<file path="config.mk">
export PLATFORM = sky130hd
export DESIGN_NAME = serial_subtractor
export DESIGN_NICKNAME = d
export VERILOG_FILES = /design/src/rtl/serial_subtractor.sv
export SDC_FILE = /design/constraint.sdc
export NUM_CORES = 1
export LEC_CHECK = 0
export CAP_MARGIN = 20
export CORE_MARGIN = 8
export CORE_UTILIZATION = 47
export DETAILED_ROUTE_END_ITERATION = 12
export PLACE_DENSITY = 0.74
export SLEW_MARGIN = 10
export SYNTH_ARGS = -nofsm -noshare
export SYNTH_HDL_FRONTEND = slang
export SYNTH_SLANG_ARGS = --single-unit
</file>
<file path="constraint.sdc">
create_clock -name clk -period 1.6 [get_ports clk]
set_clock_uncertainty 0.2 [all_clocks]
set_input_delay 0.24 -clock clk [delete_from_list [all_inputs] [get_ports clk]]
set_output_delay 0.24 -clock clk [all_outputs]
set_load 0.05 [all_outputs]
</file>
<file path="src/rtl/serial_subtractor.sv">
// Bit-serial unsigned subtractor: computes a - b one bit per clock, LSB first,
// with a single full-subtractor cell and a registered borrow. start/busy/done
// handshake; result and final borrow are held until the next completion.
module serial_subtractor #(
   parameter int unsigned WIDTH = 8
) (
   input  logic             clk,
   input  logic             rst_n,
   input  logic             start,
   input  logic [WIDTH-1:0] a,
   input  logic [WIDTH-1:0] b,
   output logic             busy,
   output logic             done,
   output logic [WIDTH-1:0] diff,
   output logic             borrow_out
);

   localparam int unsigned CntW = $clog2(WIDTH);

   typedef enum logic [1:0] {StIdle, StRun, StDone} state_e;

   state_e           state_q, state_d;
   logic [WIDTH-1:0] a_sh_q, a_sh_d;
   logic [WIDTH-1:0] b_sh_q, b_sh_d;
   logic [WIDTH-1:0] res_q, res_d;
   logic [WIDTH-1:0] diff_q, diff_d;
   logic             borrow_q, borrow_d;
   logic             bout_q, bout_d;
   logic [CntW-1:0]  cnt_q, cnt_d;

   logic x, y, c, d_bit, borrow_nxt, last_bit;

   // Full-subtractor cell on the current operand LSBs and the stored borrow.
   always_comb begin
      x          = a_sh_q[0];
      y          = b_sh_q[0];
      c          = borrow_q;
      d_bit      = x ^ y ^ c;
      borrow_nxt = (~x & y) | (~(x ^ y) & c);
      last_bit   = (cnt_q == CntW'(WIDTH - 1));
   end

   // Next-state logic: capture on start, shift during RUN, publish on the last bit.
   always_comb begin
      state_d  = state_q;
      a_sh_d   = a_sh_q;
      b_sh_d   = b_sh_q;
      res_d    = res_q;
      diff_d   = diff_q;
      borrow_d = borrow_q;
      bout_d   = bout_q;
      cnt_d    = cnt_q;
      unique case (state_q)
         StIdle: begin
            if (start) begin
               a_sh_d   = a;
               b_sh_d   = b;
               borrow_d = 1'b0;
               cnt_d    = '0;
               state_d  = StRun;
            end
         end
         StRun: begin
            a_sh_d   = a_sh_q >> 1;
            b_sh_d   = b_sh_q >> 1;
            // Result bits enter at the MSB so the LSB lands at bit 0 after WIDTH shifts.
            res_d    = {d_bit, res_q[WIDTH-1:1]};
            borrow_d = borrow_nxt;
            cnt_d    = cnt_q + 1'b1;
            if (last_bit) begin
               diff_d  = {d_bit, res_q[WIDTH-1:1]};
               bout_d  = borrow_nxt;
               state_d = StDone;
            end
         end
         StDone: begin
            state_d = StIdle;
         end
         default: begin
            state_d = StIdle;
         end
      endcase
   end

   // State and datapath registers; reset abandons any operation in flight.
   always_ff @(posedge clk or negedge rst_n) begin
      if (!rst_n) begin
         state_q  <= StIdle;
         a_sh_q   <= '0;
         b_sh_q   <= '0;
         res_q    <= '0;
         diff_q   <= '0;
         borrow_q <= 1'b0;
         bout_q   <= 1'b0;
         cnt_q    <= '0;
      end else begin
         state_q  <= state_d;
         a_sh_q   <= a_sh_d;
         b_sh_q   <= b_sh_d;
         res_q    <= res_d;
         diff_q   <= diff_d;
         borrow_q <= borrow_d;
         bout_q   <= bout_d;
         cnt_q    <= cnt_d;
      end
   end

   assign busy       = (state_q == StRun);
   assign done       = (state_q == StDone);
   assign diff       = diff_q;
   assign borrow_out = bout_q;

endmodule

</file>
* After elaboration in Yosys (flattened, before gate mapping)
Cells that the tools add are included.
Storage, ports and cells: bits in registers 39, input bits 19, output and inout bits 11, logic and storage cells 37
Operators by class: $add $sub $neg 1, equality and inequality tests 5, multiplexer cells 11, bitwise logic cells 7, reductions and logical operators 5
Operators by type and width (count):
- 8-bit case mux with 2 select lines | 2
- 8-bit two-way mux | 2
- 3-bit case mux with 2 select lines | 1
- 2-bit AND reduction | 3
- 2-bit two-way mux | 2
- 2-bit case mux with 2 select lines | 1
- 3-bit by 1-bit adder with 3-bit output (second input constant) | 1
- 3-bit equality test (second input constant) | 1
- 3-bit two-way mux | 1
- 1-bit bitwise AND | 2
- 2-bit by 1-bit equality test with 1-bit output (second input constant) | 1
- 2-bit equality test (second input constant) | 1
- 2-bit logical NOT | 1
- 2-bit by 1-bit != test with 1-bit output (second input constant) | 1
- 2-bit != test (second input constant) | 1
- 1-bit inverter | 2
- 1-bit case mux with 2 select lines | 1
- 2-bit nonzero test | 1
- 1-bit bitwise XOR | 2
- 1-bit two-way mux | 1
- 1-bit OR | 1

* Longest topological paths before layout
Gate-level depths: netlist of run 1.
depth after elaboration 5, depth in mapped cells 5, depth with buffers taken out 4

* Worst setup path after synthesis of run 1
OpenSTA, ideal clock, no wires.
path kind flip-flop to output port, start register state_q[1], end output done, arrival time 1413 ps, required time 1160 ps, path slack -253 ps, stages on the path, launching flop included 4, path buffers 2, cell sequence dfrtp_1 buf_4 buf_4 nor2b_1
On the way: longest elaborated chain between the ends 1
RTL lines:
- start: declaration | line 22 | state_e state_q, state_d;
- start signal: assignment | line 88 | state_q <= StIdle;
- start signal: assignment | line 97 | state_q <= state_d;
- 2-bit equality test | line 109 | assign done = (state_q == StDone);
- end: declaration | line 13 | output logic done,
Every way passes these cells.

* Worst setup path in the final report of run 1
start register cnt_q[0], end register diff_q[7], in the netlist diff[7]
On the way: longest elaborated chain between the ends 2
RTL lines:
- start: declaration | line 29 | logic [CntW-1:0] cnt_q, cnt_d;
- start signal: assignment | line 104 | cnt_q <= cnt_d;
- 3-bit equality test | line 40 | last_bit = (cnt_q == CntW'(WIDTH - 1));
- 2-bit AND reduction (no line)
- end signal: assignment | line 101 | diff_q <= diff_d;
- end: declaration | line 26 | logic [WIDTH-1:0] diff_q, diff_d;
Every way passes these cells. A chain may end at the register's enable or synchronous reset.

==> results.toml, run 1 <==
[status]
status = "finished, violations left"
violations = "setup timing"

[critical_path]
reg2reg_slack_ns = -0.05
crit_fanout = 5
timing.rr.start = "cnt_q[0]"
endpoint_kind = "flop"
crit_type = "reg -> reg"
reg2reg_depth = 5
crit_arrival_ns = 1.63
startpoint_type = "flop"
r2r_end = "diff[7]"
worstPathRequired_ns = 1.58

[cts]
clk_latency_ns = 0.29
htree_levels = 2
cts.sinks = 38
cts_inserted_buffers = 5
clock_path_buffers = 2
cts_tree = "done"
clockRootBuffer = "clkbuf_8"
clk_pin_slew_ns = 0.07

[placed_design]
hpwlAfterDp_um = 2880
dpl_cell_area_um2 = 2410
numPortBuffers = 29
place_congestion = 0.729

[detailed_routing]
drt_iter0_drc = 47
wirelength_um = 4080
post_drt_wl_per_cell_um = 16.2
drcViolationCount = 0
vias_per_cell = 5.30
vias = 1336
antenna_left = 0
drt_first_pass_iters = 4

[sta]
tightestPinTransition_ns = 0.413
drv_slew = 0
timing.fmax_mhz = 606
rsz0062_at_grt = "yes"
slew_headroom_pct = 72.5
setup_slack_ns = -0.0498
hold_viol = 0
layout_min_cycle_time_ns = 1.65
post-route-period-util_pct = 103
setup_violations = 9
whs_ns = 0.211

[yosys]
yosys_warnings = 0
syn-num-nets = 162
yosysUniqueCellTypes = 29
avgSynthCellArea_um2 = 13.3
synthCells = 140
ys_ff_latch = 38
synthTopCellsByArea = "dfrtp_1 51%, mux2_1 9.1%, a211oi_2 5.4%, nor3b_1 5.3%, nor4b_2 4.9%"
synth_top_area_share_pct = 51.2
yosysSeqAreaShare_pct = 51.2
synth_top_area_cell = "dfrtp_1"
synth_area_um2 = 1860

[hold_path]
hp-class = "in -> async"

[pwr]
max-vdd-ir-drop_uv = 1060
fin_total_pwr_mw = 5.80
powerDensity_nw_per_um2 = 2060
p_leak_nw = 1.27

[floorplanning]
die-area_um2 = 6210
coreArea_um2 = 3880
die_x_um = 78.8
start_util_pct = 47.8
fp-row-count = 23
dieHeight_um = 78.8
ios = 30

[global_routing]
grt_pass1_wl_um = 6740
grt_pass1_vias = 1422
grt-ovfl-total = 0
antenna_found_initial = 0
grt_max_degree = 23
grt_use_total_pct = 13.8

[run]
maxCapViolCount = 0

[layout]
mostFrequentLayoutCell = "dfrtp_1"
design_area_um2 = 2810
syn_to_final_growth_pct = 51.4
final_cell_mix = "36 x dfrtp_1, 28 x buf_4, 17 x clkdlybuf4s50_1"
fillers = 255
diodes = 0
nNetsFinal = 223
drive_above_1_share_pct = 45.5
worst max-delay path, stage by stage, from the launching register on:
cell and delay (ns):
dfrtp_1 0.40, ha_2 0.19, ha_4 0.16, nand3b_1 0.13
buf_6 0.15, mux2_4 0.30
state kept, by name, indices dropped and copies added (netlist names):
register and cells:
borrow_out 1, state_q 2, b_sh_q 8, a_sh_q 8, res_q 7, diff 8, cnt_q 3, borrow_q 1
synthesized netlist by cell type (all sizes together):
cell / instances
a21oi: 1
clkbuf: 1
a211oi: 12
o221a: 2
fa: 1
nand2b: 1
o21bai: 1
nor4b: 12
a21o: 1
a22o: 2
nor3b: 13
nor4bb: 2
o22ai: 1
or4b: 2
ha: 2
mux2: 15
nor2b: 1
nand3b: 1
a211o: 1
dfrtp: 38
mux2i: 2
inv: 16
buf: 11
o21ba: 1
area by class of cell:
cell class	instances	area, µm²	area share [%]
clock buffer	6	82.6	2.94
multi-input combinational	74	837	29.8
tap	50	62.6	2.23
inverter	16	60.1	2.14
timing repair buffer	66	754	26.8
clock inverter	2	60.1	2.14
sequential	38	953	33.9
routing by layer:
| metal | global-route usage (%) | part of all wire [%] | vias up | wire length, µm |
|---|---|---|---|---|
| met5 | 0 | 0 | - | 0 |
| met4 | 6.48 | 1.3 | 0 | 55 |
| met3 | 4.85 | 5.0 | 7 | 203 |
| met2 | 23.7 | 53 | 28 | 2170 |
| met1 | 14.8 | 40 | 675 | 1650 |
| li1 | - | - | 626 | - |
repair_timing:
item / CTS / global route
hold endpoints to repair: 16 / 0
resized for setup: 19 / 5
gates cloned: 0 / 1
pin swaps: 1 / 0
hold buffers: 1 / 0
buffers inserted: 7 / 9
setup endpoints to repair: 21 / 15
report_power, final:
group	switching [mW]	internal (mW)
Clock	0.327	0.665
Sequential	0.346	1.43
Combinational	1.35	1.68
worst max-delay path by stage:
| stage | cells after the start | from | to |
|---|---|---|---|
| 2_1_floorplan | 5 | cnt_q[0] | diff[0] |
| 4_1_cts | 5 | cnt_q[1] | diff[4] |
| 6_report | 5 | cnt_q[0] | diff[7] |
| 3_5_place_dp | 5 | start | a_sh_q[1] |
| 5_1_grt | 5 | cnt_q[0] | diff[7] |
| 3_3_place_gp | 3 | start | b_sh_q[5] |
stage by stage:
step	TNS, ns	std cells	util (%)	worst slack (ns)
after floorplan	-0.0792	140	-	-0.00967
after global placement	-1.83	226	62.1	-0.100
after detailed placement	-3.16	226	62.1	-0.177
after CTS	-0.286	242	69.2	-0.0398
after global routing	-0.849	252	72.3	-0.105
final	-0.350	252	72.3	-0.0498
cell families after synthesis:
group / share of synthesized area, %
buffers and inverters: 7.75
AOI/OAI and AO/OA: 12.2
muxes: 10.2
DFF: 51.2
adders and majority gates: 2.43
and+or+nand+nor: 16.2
Power figures use the tool's default switching activity.
==> run 2: changes to the inputs <==
--- a/config.mk
+++ b/config.mk
@@ -6,11 +6,13 @@
 export NUM_CORES = 1
 export LEC_CHECK = 0
 export CAP_MARGIN = 20
+export CELL_PAD_IN_SITES_DETAIL_PLACEMENT = 1
+export CELL_PAD_IN_SITES_GLOBAL_PLACEMENT = 1
 export CORE_MARGIN = 8
-export CORE_UTILIZATION = 47
+export CORE_UTILIZATION = 38
 export DETAILED_ROUTE_END_ITERATION = 12
-export PLACE_DENSITY = 0.74
-export SLEW_MARGIN = 10
+export PLACE_DENSITY_LB_ADDON = 0.1
+export SLEW_MARGIN = 20
 export SYNTH_ARGS = -nofsm -noshare
 export SYNTH_HDL_FRONTEND = slang
 export SYNTH_SLANG_ARGS = --single-unit
==> results.toml, run 2 (synthesized netlist as in run 1, its figures left out) <==
[status]
violations = "setup timing"
status = "finished, violations left"

[global_routing]
grt_pass1_vias = 1533
grt_pass1_wl_um = 7870
antenna_found_initial = 0
grt_use_total_pct = 13.5
grt-ovfl-total = 0
grt_max_degree = 23

[layout]
syn_to_final_growth_pct = 52.5
final_cell_mix = "36 x dfrtp_1, 19 x buf_4, 17 x clkdlybuf4s50_1"
drive_above_1_share_pct = 46.7
diodes = 0
nNetsFinal = 216
mostFrequentLayoutCell = "dfrtp_1"

[sta]
drv_slew = 0
setup_slack_ns = -0.136
slew_headroom_pct = 71.6
tightestPinTransition_ns = 0.426
timing.fmax_mhz = 576
rsz0062_at_grt = "yes"
post-route-period-util_pct = 108
setup_violations = 10
layout_min_cycle_time_ns = 1.74
hold_viol = 0

[floorplanning]
dieHeight_um = 85.9
start_util_pct = 39.3
die_x_um = 85.9
fp-row-count = 25
coreArea_um2 = 4720
die-area_um2 = 7380
ios = 30

[placed_design]
pre_cts_ws_ns = -0.204
place_congestion = 0.730
numPortBuffers = 29
hpwlAfterDp_um = 3030

[detailed_routing]
drt_first_pass_iters = 4
post_drt_wl_per_cell_um = 17.9
vias_per_cell = 4.99
vias = 1307
drt_iter0_drc = 22
antenna_left = 0
wirelength_um = 4680
drcViolationCount = 0

[cts]
clockRootBuffer = "clkbuf_8"
clk_latency_ns = 0.29
cts.sinks = 38
clock_path_buffers = 2
cts_inserted_buffers = 5
htree_levels = 2
clk_pin_slew_ns = 0.08
cts_tree = "done"

[critical_path]
max_stage_delay_ns = 0.39
path_buf_inv = 2
crit_type = "reg -> reg"
reg2reg_depth = 6
path_depth = 6
path_cells = "ha_2 > ha_4 > nand3b_1 > buf_6 > buf_12 > mux2_4"
crit_arrival_ns = 1.71
startpoint_type = "flop"
critical_path.top_delay_family = "flip-flops"
crit_fanout = 5
endpoint_kind = "flop"
worst_path_max_delay_cell = "dfrtp_1"
worstPathRequired_ns = 1.57

[pwr]
max-vdd-ir-drop_uv = 635
p_leak_nw = 1.25
fin_total_pwr_mw = 5.92
powerDensity_nw_per_um2 = 2090

[hold_path]
hp-class = "in -> async"

[run]
maxCapViolCount = 0
## run 2: worst paths after layout
kind	start	end	slack [ns]
max	cnt_q[1]	diff[3]	-0.14
min	rst_n	diff[1]	0.22
max reg2reg	cnt_q[1]	diff[3]	-0.14
min reg2reg	a_sh_q[7]	a_sh_q[7]	0.29
max in group asynchronous	rst_n	state_q[0]	0.50
min in group clk	a_sh_q[7]	a_sh_q[7]	0.29
## run 2: worst reg2reg max path: cells and delay by family, from the launching register on
family / cells / cell delay (ns)
muxes: 1 / 0.30
and+or+nand+nor: 1 / 0.11
buffers and inverters: 2 / 0.26
adders and majority gates: 2 / 0.36
DFF: 1 / 0.39
## run 2: final cells by class
| type | instances | area, µm² |
|---|---|---|
| inverter | 16 | 62.6 |
| clock inverter | 2 | 60.1 |
| sequential | 38 | 953 |
| timing repair buffer | 59 | 716 |
| multi-input combinational | 74 | 871 |
| fill | 451 | 1890 |
| tap | 67 | 83.8 |
| clock buffer | 6 | 82.6 |
## run 2: through the flow
| step | hold WS [ns] | setup TNS [ns] | std cells | utilization (%) | cell area (µm²) |
|---|---|---|---|---|---|
| 2_1_floorplan | -0.256 | -0.0792 | 140 | - | 1860 |
| 3_3_place_gp | -0.00423 | -1.26 | 241 | 51.2 | 2420 |
| 3_5_place_dp | -0.00155 | -2.56 | 241 | 51.2 | 2420 |
| 4_1_cts | 0.228 | -0.746 | 257 | 57.5 | 2710 |
| 5_1_grt | 0.260 | -1.51 | 262 | 59.9 | 2830 |
| 6_report | 0.217 | -1.07 | 262 | 59.9 | 2830 |
## run 2: per-layer routing
metal  routed length (µm)  track usage, %  share of wire [%]  up-vias
li1                     -               -                  -      613
met1                 2090            16.8                 45      666
met2                 2390            22.2                 51       24
met3                  165            3.72                3.5        4
met4                   36            4.14               0.77        0
met5                    0               0                  0        -
## run 2: where the power goes
part	switching (mW)	internal (mW)	total (mW)	leakage (nW)
Combinational	1.42	1.70	3.11	0.729
Sequential	0.365	1.43	1.79	0.454
Clock	0.348	0.665	1.01	0.0714
Total	2.13	3.79	5.92	1.25
## run 2: timing repair
item | 4_1_cts | 5_1_grt
hold endpoints to repair | 16 | 0
pin swaps | 1 | 2
buffers inserted | 6 | 6
hold buffers | 1 | 0
gates cloned | 1 | 0
resized for setup | 19 | 17
endpoints found under the setup margin | 14 | 17
